[src/rtl/snake_pkg.sv]
// Shared Snake-game definitions: grid defaults, coordinate types, apple FSM states
// and the 16-bit Galois LFSR step used by the random blocks.
package snake_pkg;

   localparam int GRID_W_DEF = 32;
   localparam int GRID_H_DEF = 24;
   localparam int XW_DEF     = 5;
   localparam int YW_DEF     = 5;
   localparam int TRY_W      = 8;

   // Taps 16,14,13,11 for a right-shifting Galois register.
   localparam logic [15:0] LFSR_MASK = 16'hB400;

   typedef logic [XW_DEF-1:0] coord_x_t;
   typedef logic [YW_DEF-1:0] coord_y_t;

   typedef enum logic {
      ARMED  = 1'b0,
      SEARCH = 1'b1
   } apple_state_e;

   function automatic logic [15:0] lfsr_next(input logic [15:0] q);
      return {1'b0, q[15:1]} ^ (q[0] ? LFSR_MASK : 16'h0000);
   endfunction

endpackage

[src/rtl/lfsr16_galois.sv]
// Free-running 16-bit Galois LFSR; a zero seed is replaced by 1 so the
// register can never lock up in the all-zero state.
module lfsr16_galois
   import snake_pkg::*;
#(
   parameter logic [15:0] SEED = 16'hACE1
) (
   input  logic        clk_i,
   input  logic        reset_ni,
   output logic [15:0] q_o
);

   localparam logic [15:0] RST_VAL = (SEED == 16'h0000) ? 16'h0001 : SEED;

   logic [15:0] q_q;
   logic [15:0] q_d;

   always_comb begin
      q_d = lfsr_next(q_q);
   end

   always_ff @(posedge clk_i or negedge reset_ni) begin
      if (!reset_ni) begin
         q_q <= RST_VAL;
      end else begin
         q_q <= q_d;
      end
   end

   assign q_o = q_q;

endmodule

[src/rtl/apple_spawner.sv]
// Owns the apple: detects the head stepping onto it, pulses apple_colline once,
// then draws a new on-grid position from the LFSR with a deterministic fallback.
module apple_spawner
   import snake_pkg::*;
#(
   parameter int          GRID_W    = GRID_W_DEF,
   parameter int          GRID_H    = GRID_H_DEF,
   parameter int          XW        = XW_DEF,
   parameter int          YW        = YW_DEF,
   parameter logic [15:0] LFSR_SEED = 16'hACE1,
   parameter int          MAX_TRIES = 8,
   parameter int          INIT_X    = 20,
   parameter int          INIT_Y    = 12
) (
   input  logic             clk_i,
   input  logic             reset_ni,
   input  logic             game_en_i,
   // step_i is a single-cycle strobe with no back-pressure: head_x_i/head_y_i are
   // only meaningful while it is high, and a strobe is consumed only in ARMED.
   input  logic             step_i,
   input  logic [XW-1:0]    head_x_i,
   input  logic [YW-1:0]    head_y_i,
   output logic [XW-1:0]    apple_x_o,
   output logic [YW-1:0]    apple_y_o,
   output logic             apple_valid_o,
   output logic             apple_colline,
   output logic             dbg_state_o,
   output logic [TRY_W-1:0] dbg_try_cnt_o,
   output logic [15:0]      dbg_lfsr_o
);

   localparam logic [XW:0]      GW1      = (XW+1)'(GRID_W);
   localparam logic [YW:0]      GH1      = (YW+1)'(GRID_H);
   localparam logic [XW:0]      HALF_W   = (XW+1)'(GRID_W / 2);
   localparam logic [TRY_W-1:0] LAST_TRY = TRY_W'(MAX_TRIES - 1);

   logic [15:0] lfsr;

   lfsr16_galois #(
      .SEED(LFSR_SEED)
   ) u_lfsr (
      .clk_i   (clk_i),
      .reset_ni(reset_ni),
      .q_o     (lfsr)
   );

   apple_state_e     state_q, state_d;
   logic [XW-1:0]    apple_x_q, apple_x_d;
   logic [YW-1:0]    apple_y_q, apple_y_d;
   logic [XW-1:0]    hx_q, hx_d;
   logic [YW-1:0]    hy_q, hy_d;
   logic             valid_q, valid_d;
   logic             coll_q, coll_d;
   logic [TRY_W-1:0] try_q, try_d;

   logic [XW-1:0] cand_x;
   logic [YW-1:0] cand_y;
   logic          cand_ok;
   logic          hit;
   logic [XW:0]   fb_sum;
   logic [XW-1:0] fb_x;

   assign cand_x  = lfsr[XW-1:0];
   assign cand_y  = lfsr[XW+YW-1:XW];
   assign cand_ok = ({1'b0, cand_x} < GW1) && ({1'b0, cand_y} < GH1)
                    && !((cand_x == hx_q) && (cand_y == hy_q));
   assign hit     = valid_q && (head_x_i == apple_x_q) && (head_y_i == apple_y_q);

   // Half-grid offset from the eaten spot, wrapped once; the extra bit keeps the carry.
   assign fb_sum = {1'b0, hx_q} + HALF_W;
   assign fb_x   = (fb_sum >= GW1) ? XW'(fb_sum - GW1) : fb_sum[XW-1:0];

   always_comb begin
      state_d   = state_q;
      apple_x_d = apple_x_q;
      apple_y_d = apple_y_q;
      hx_d      = hx_q;
      hy_d      = hy_q;
      valid_d   = valid_q;
      coll_d    = 1'b0;
      try_d     = try_q;
      if (game_en_i) begin
         case (state_q)
            ARMED: begin
               if (step_i && hit) begin
                  state_d = SEARCH;
                  coll_d  = 1'b1;
                  valid_d = 1'b0;
                  hx_d    = head_x_i;
                  hy_d    = head_y_i;
                  try_d   = '0;
               end
            end
            SEARCH: begin
               if (cand_ok) begin
                  apple_x_d = cand_x;
                  apple_y_d = cand_y;
                  valid_d   = 1'b1;
                  state_d   = ARMED;
               end else if (try_q == LAST_TRY) begin
                  apple_x_d = fb_x;
                  apple_y_d = hy_q;
                  valid_d   = 1'b1;
                  state_d   = ARMED;
               end else begin
                  try_d = try_q + 1'b1;
               end
            end
            default: state_d = ARMED;
         endcase
      end
   end

   always_ff @(posedge clk_i or negedge reset_ni) begin
      if (!reset_ni) begin
         state_q   <= ARMED;
         apple_x_q <= XW'(INIT_X);
         apple_y_q <= YW'(INIT_Y);
         hx_q      <= '0;
         hy_q      <= '0;
         valid_q   <= 1'b1;
         coll_q    <= 1'b0;
         try_q     <= '0;
      end else begin
         state_q   <= state_d;
         apple_x_q <= apple_x_d;
         apple_y_q <= apple_y_d;
         hx_q      <= hx_d;
         hy_q      <= hy_d;
         valid_q   <= valid_d;
         coll_q    <= coll_d;
         try_q     <= try_d;
      end
   end

   assign apple_x_o     = apple_x_q;
   assign apple_y_o     = apple_y_q;
   assign apple_valid_o = valid_q;
   assign apple_colline = coll_q;
   assign dbg_state_o   = state_q;
   assign dbg_try_cnt_o = try_q;
   assign dbg_lfsr_o    = lfsr;

endmodule
[config.mk]
export PLATFORM = sky130hd
export DESIGN_NAME = apple_spawner
export DESIGN_NICKNAME = d
export VERILOG_FILES = /design/src/rtl/snake_pkg.sv /design/src/rtl/lfsr16_galois.sv /design/src/rtl/apple_spawner.sv
export SDC_FILE = /design/constraint.sdc
export NUM_CORES = 1
export LEC_CHECK = 0
export CORE_UTILIZATION = 50
export DETAILED_ROUTE_END_ITERATION = 6
export GPL_TIMING_DRIVEN = 0
export PLACE_DENSITY = 0.86
export SLEW_MARGIN = 20
export SYNTH_ARGS = -nofsm -noshare
export SYNTH_HDL_FRONTEND = slang
export SYNTH_SLANG_ARGS = --single-unit
[constraint.sdc]
create_clock -name clk_i -period 4.9 [get_ports clk_i]
set_clock_uncertainty 0.05 [all_clocks]
set_input_delay 0.49 -clock clk_i [delete_from_list [all_inputs] [get_ports clk_i]]
set_output_delay 0.49 -clock clk_i [all_outputs]
set_load 0.005 [all_outputs]
==> impl_metrics.csv <==
group,metric,value,unit
clock_network,cts_tree,"built",
sta,final.setup.worst_slack,2.26,ns
synth,synth_cell_types,45,
clock_network,clock-sinks,47,
setup_path,worstPathArrival,2.78,ns
clock_network,clk_pin_slew,0.09,ns
routing,vias,1795,
floorplan,row_count,24,
placement,pre_cts_ws,2.00,ns
placement,port_buffers,50,
routing,drtAntennaViolNets,0,
global_route,grt_max_degree,34,
sta,period_needed,2.64,ns
setup_path,cp-start-kind,"input pin",
placement,place.gp.congestion,0.851,
synth,synth_edf_count,0,
power,irDropWorstVdd,0.223,mV
cells_and_area,syn_to_final_growth,28.3,%
sta,timing.fmax,0.378,GHz
outcome,violations,"design-rule violations",
routing,dr.pass1.iters,6,
clock_network,cts_buffer_depth,2,
synth,synth.avg_cell_area,11.8,um2
synth,synth_area_leader_cell,"dfrtp_1",
synth,netlist_area,2350,um2
clock_network,cts.hold.buffers_added,0,
synth,yosysWarnings,0,
clock_network,post_cts_buffers,0,
synth,synth.top_cells.by_area,"dfrtp_1 (36%), dfstp_2 (15%), xor2_1 (5.6%)",
synth,postSynthCellCount,199,
setup_path,worst-path-max-fanout,10,
routing,routedWlPerCell,17.9,um
setup_path,worst-setup-path-type,"input pin to register",
placement,dpl_cell_area,2930,um2
setup_path,crit_path_end_kind,"register",
clock_network,clock_latency,0.30,ns
floorplan,core_region_area,4440,um2
sta,hold_viol_final,0,
setup_path,timing.rr.start,"u_lfsr.q_o[0]$_DFF_PN1_",
global_route,grt_pass1_wl,9080,um
routing,viasPerCell,5.79,
setup_path,cp.buffers_inverters,3,
floorplan,die_x,70.6,um
synth,ys_seq_area_share,50.7,%
placement,hpwl,3970,um
floorplan,die-area,4980,um2
synth,synth_seq_cells,47,
clock_network,ctsResizeCount,0,
setup_path,reg2reg_slack,2.31,ns
cells_and_area,diodes,0,
setup_path,worst-r2r-cell-count,7,
synth,synthTopCellsByCount,"dfrtp_1 (34), xor2_1 (15), buf_4 (14)",
floorplan,die_h,70.6,um
synth,syn-num-nets,214,
sta,slew_headroom,61.2,%
routing,drtIter0Drc,107,
setup_path,max_stage_delay,0.55,ns
synth,async_reset_ff_share,100,%
global_route,antenna_found_initial,0,
setup_path,path_cells,"clkdlybuf4s50_1 > xnor2_1 > nand4_1 > or4_1 > buf_2 > or2_4 > buf_6 > mux2_4",
power,powerDensity,281,nW/um2
setup_path,required,5.04,ns
cells_and_area,stdcell_area,3020,um2
clock_network,cts-root-buf,"clkbuf_8",
cells_and_area,fill_cells,326,
setup_path,cpLargestDelayFamily,"simple AND/OR/NAND/NOR gates",
routing,drc_errors,8,
outcome,status,"finished with violations",
floorplan,pin_count,51,
sta,period_share,54.0,%
power,p_total,0.000849,W
setup_path,r2r_end,"apple_y_o[1]$_DFFE_PN0P_",
global_route,grt_overflow_total,0,
setup_path,slowest_stage,"or4_1",
clock_network,htree_levels,2,
sta,rsz0062_at_grt,"no",
floorplan,initial_core_util,52.9,%
sta,setup-tns-final,0,ns
cells_and_area,drive_gt1_share,24.8,%
global_route,grt_pass1_vias,1793,
cells_and_area,register_area,1190,um2
job,drv_cap,0,
power,p_leak,1.39,nW
sta,final_max_slew_viol_count,0,
routing,routed_wirelength,5550,um
cells_and_area,fin_nets,272,
global_route,grt_use_total,23.5,%
sta,max_slew.worst_pin.slew,0.577,ns
clock_network,cts_buffers,5,
synth,ys.flop_type,"dfrtp_1",
sta,setup_viol,0,
hold_path,hold_path_class,"input pin to asynchronous set/reset pin",
synth,synth.most_common_cell,"dfrtp_1",
synth,synth_top_area_share,36.2,%
cells_and_area,multi_input_area,987,um2
-- worst max-delay path by stage --
stage / to / cells past startpoint / slack, ns / from
2_1_floorplan: hx_q[0]$_DFFE_PN0P_ / 7 / 2.66 / apple_valid_o$_DFFE_PN1P_
4_1_cts: hy_q[3]$_DFFE_PN0P_ / 8 / 2.28 / head_y_i[0]
3_5_place_dp: hy_q[3]$_DFFE_PN0P_ / 8 / 2.00 / head_y_i[0]
6_report: hy_q[3]$_DFFE_PN0P_ / 8 / 2.26 / head_y_i[0]
5_1_grt: apple_y_o[0]$_DFFE_PN0P_ / 7 / 2.15 / u_lfsr.q_o[0]$_DFF_PN1_
3_3_place_gp: hy_q[3]$_DFFE_PN0P_ / 8 / 2.00 / head_y_i[0]
-- cell families (layout without fill, tap and decap cells) --
logic type | after synthesis | after routing | synth area share (%)
AND/OR/NAND/NOR | 55 | 55 | 14.2
flip-flops | 47 | 47 | 50.7
AO/OA/AOI/OAI | 30 | 30 | 10.9
buffers and inverters | 29 | 88 | 7.34
XOR/XNOR | 23 | 23 | 8.56
multiplexers | 14 | 14 | 7.77
adder cells (fa/ha/maj) | 1 | 1 | 0.532
-- where the power goes --
| part | total (W) | switching (W) | internal (W) |
|---|---|---|---|
| clock network | 0.000231 | 0.000131 | 0.0000999 |
| logic | 0.000156 | 0.0000593 | 0.0000965 |
| registers | 0.000462 | 0.0000429 | 0.000420 |
| total | 0.000849 | 0.000233 | 0.000616 |
-- metal layers --
metal | wire, um | vias up | track usage, %
met5 | 0 | - | 0
met4 | 99 | 0 | 8.67
met3 | 238 | 12 | 4.70
met2 | 2630 | 44 | 37.3
met1 | 2580 | 902 | 32.3
li1 | - | 837 | -
-- cell type report --
type	count	share of cell area, %
Clock buffer	6	2.40
Sequential cell	47	39.5
Tap cell	52	2.16
Buffer	21	4.73
Multi-Input combinational cell	123	32.7
Clock inverter	2	0.415
Timing Repair Buffer	51	17.1
Inverter	8	0.995
-- stage by stage --
| step | cells | hold WS (ns) | utilization, % |
|---|---|---|---|
| CTS | 310 | 0.0450 | 67.9 |
| global placement | 301 | 0.310 | 65.7 |
| global route | 310 | 0.0537 | 67.9 |
| finish | 310 | 0.0393 | 67.9 |
| floorplan | 199 | 0.144 | - |
| detailed placement | 302 | 0.315 | 66.0 |
-- flip-flops by register name (all words and copies together) (netlist names) --
name / cells
apple_valid_o: 1
u_lfsr.q_o: 16
dbg_state_o: 1
hy_q: 5
dbg_try_cnt_o: 8
apple_y_o: 5
apple_colline: 1
hx_q: 5
apple_x_o: 5
-- worst register-to-register path: stages (launching register included) --
cell	delay, ns
dfstp_2	0.56
buf_2	0.19
xor2_1	0.12
nor4_2	0.44
a32oi_1	0.20
clkbuf_1	0.26
or4_1	0.53
o221a_2	0.14
-- cells in the final DEF (no fill, tap or decap), types with 2 or more instances in the layout --
master / count
dfrtp_1: 34
o21ai_0: 3
nor2_1: 7
clkbuf_8: 5
a311oi_1: 3
dfstp_2: 13
inv_1: 8
mux2i_1: 4
clkdlybuf4s50_1: 49
xor2_1: 15
nor3_1: 2
o22ai_1: 2
mux2_4: 8
nand4b_1: 2
nand4_1: 5
nand2_1: 11
buf_2: 4
xnor2_1: 8
mux2_2: 2
and3_1: 2
clkbuf_1: 4
nor4_1: 2
a31oi_1: 3
or4_1: 10
nand3_1: 6
buf_4: 14
o221a_2: 8
nor4_2: 2
No activity file was read; power rests on OpenSTA's default activity.
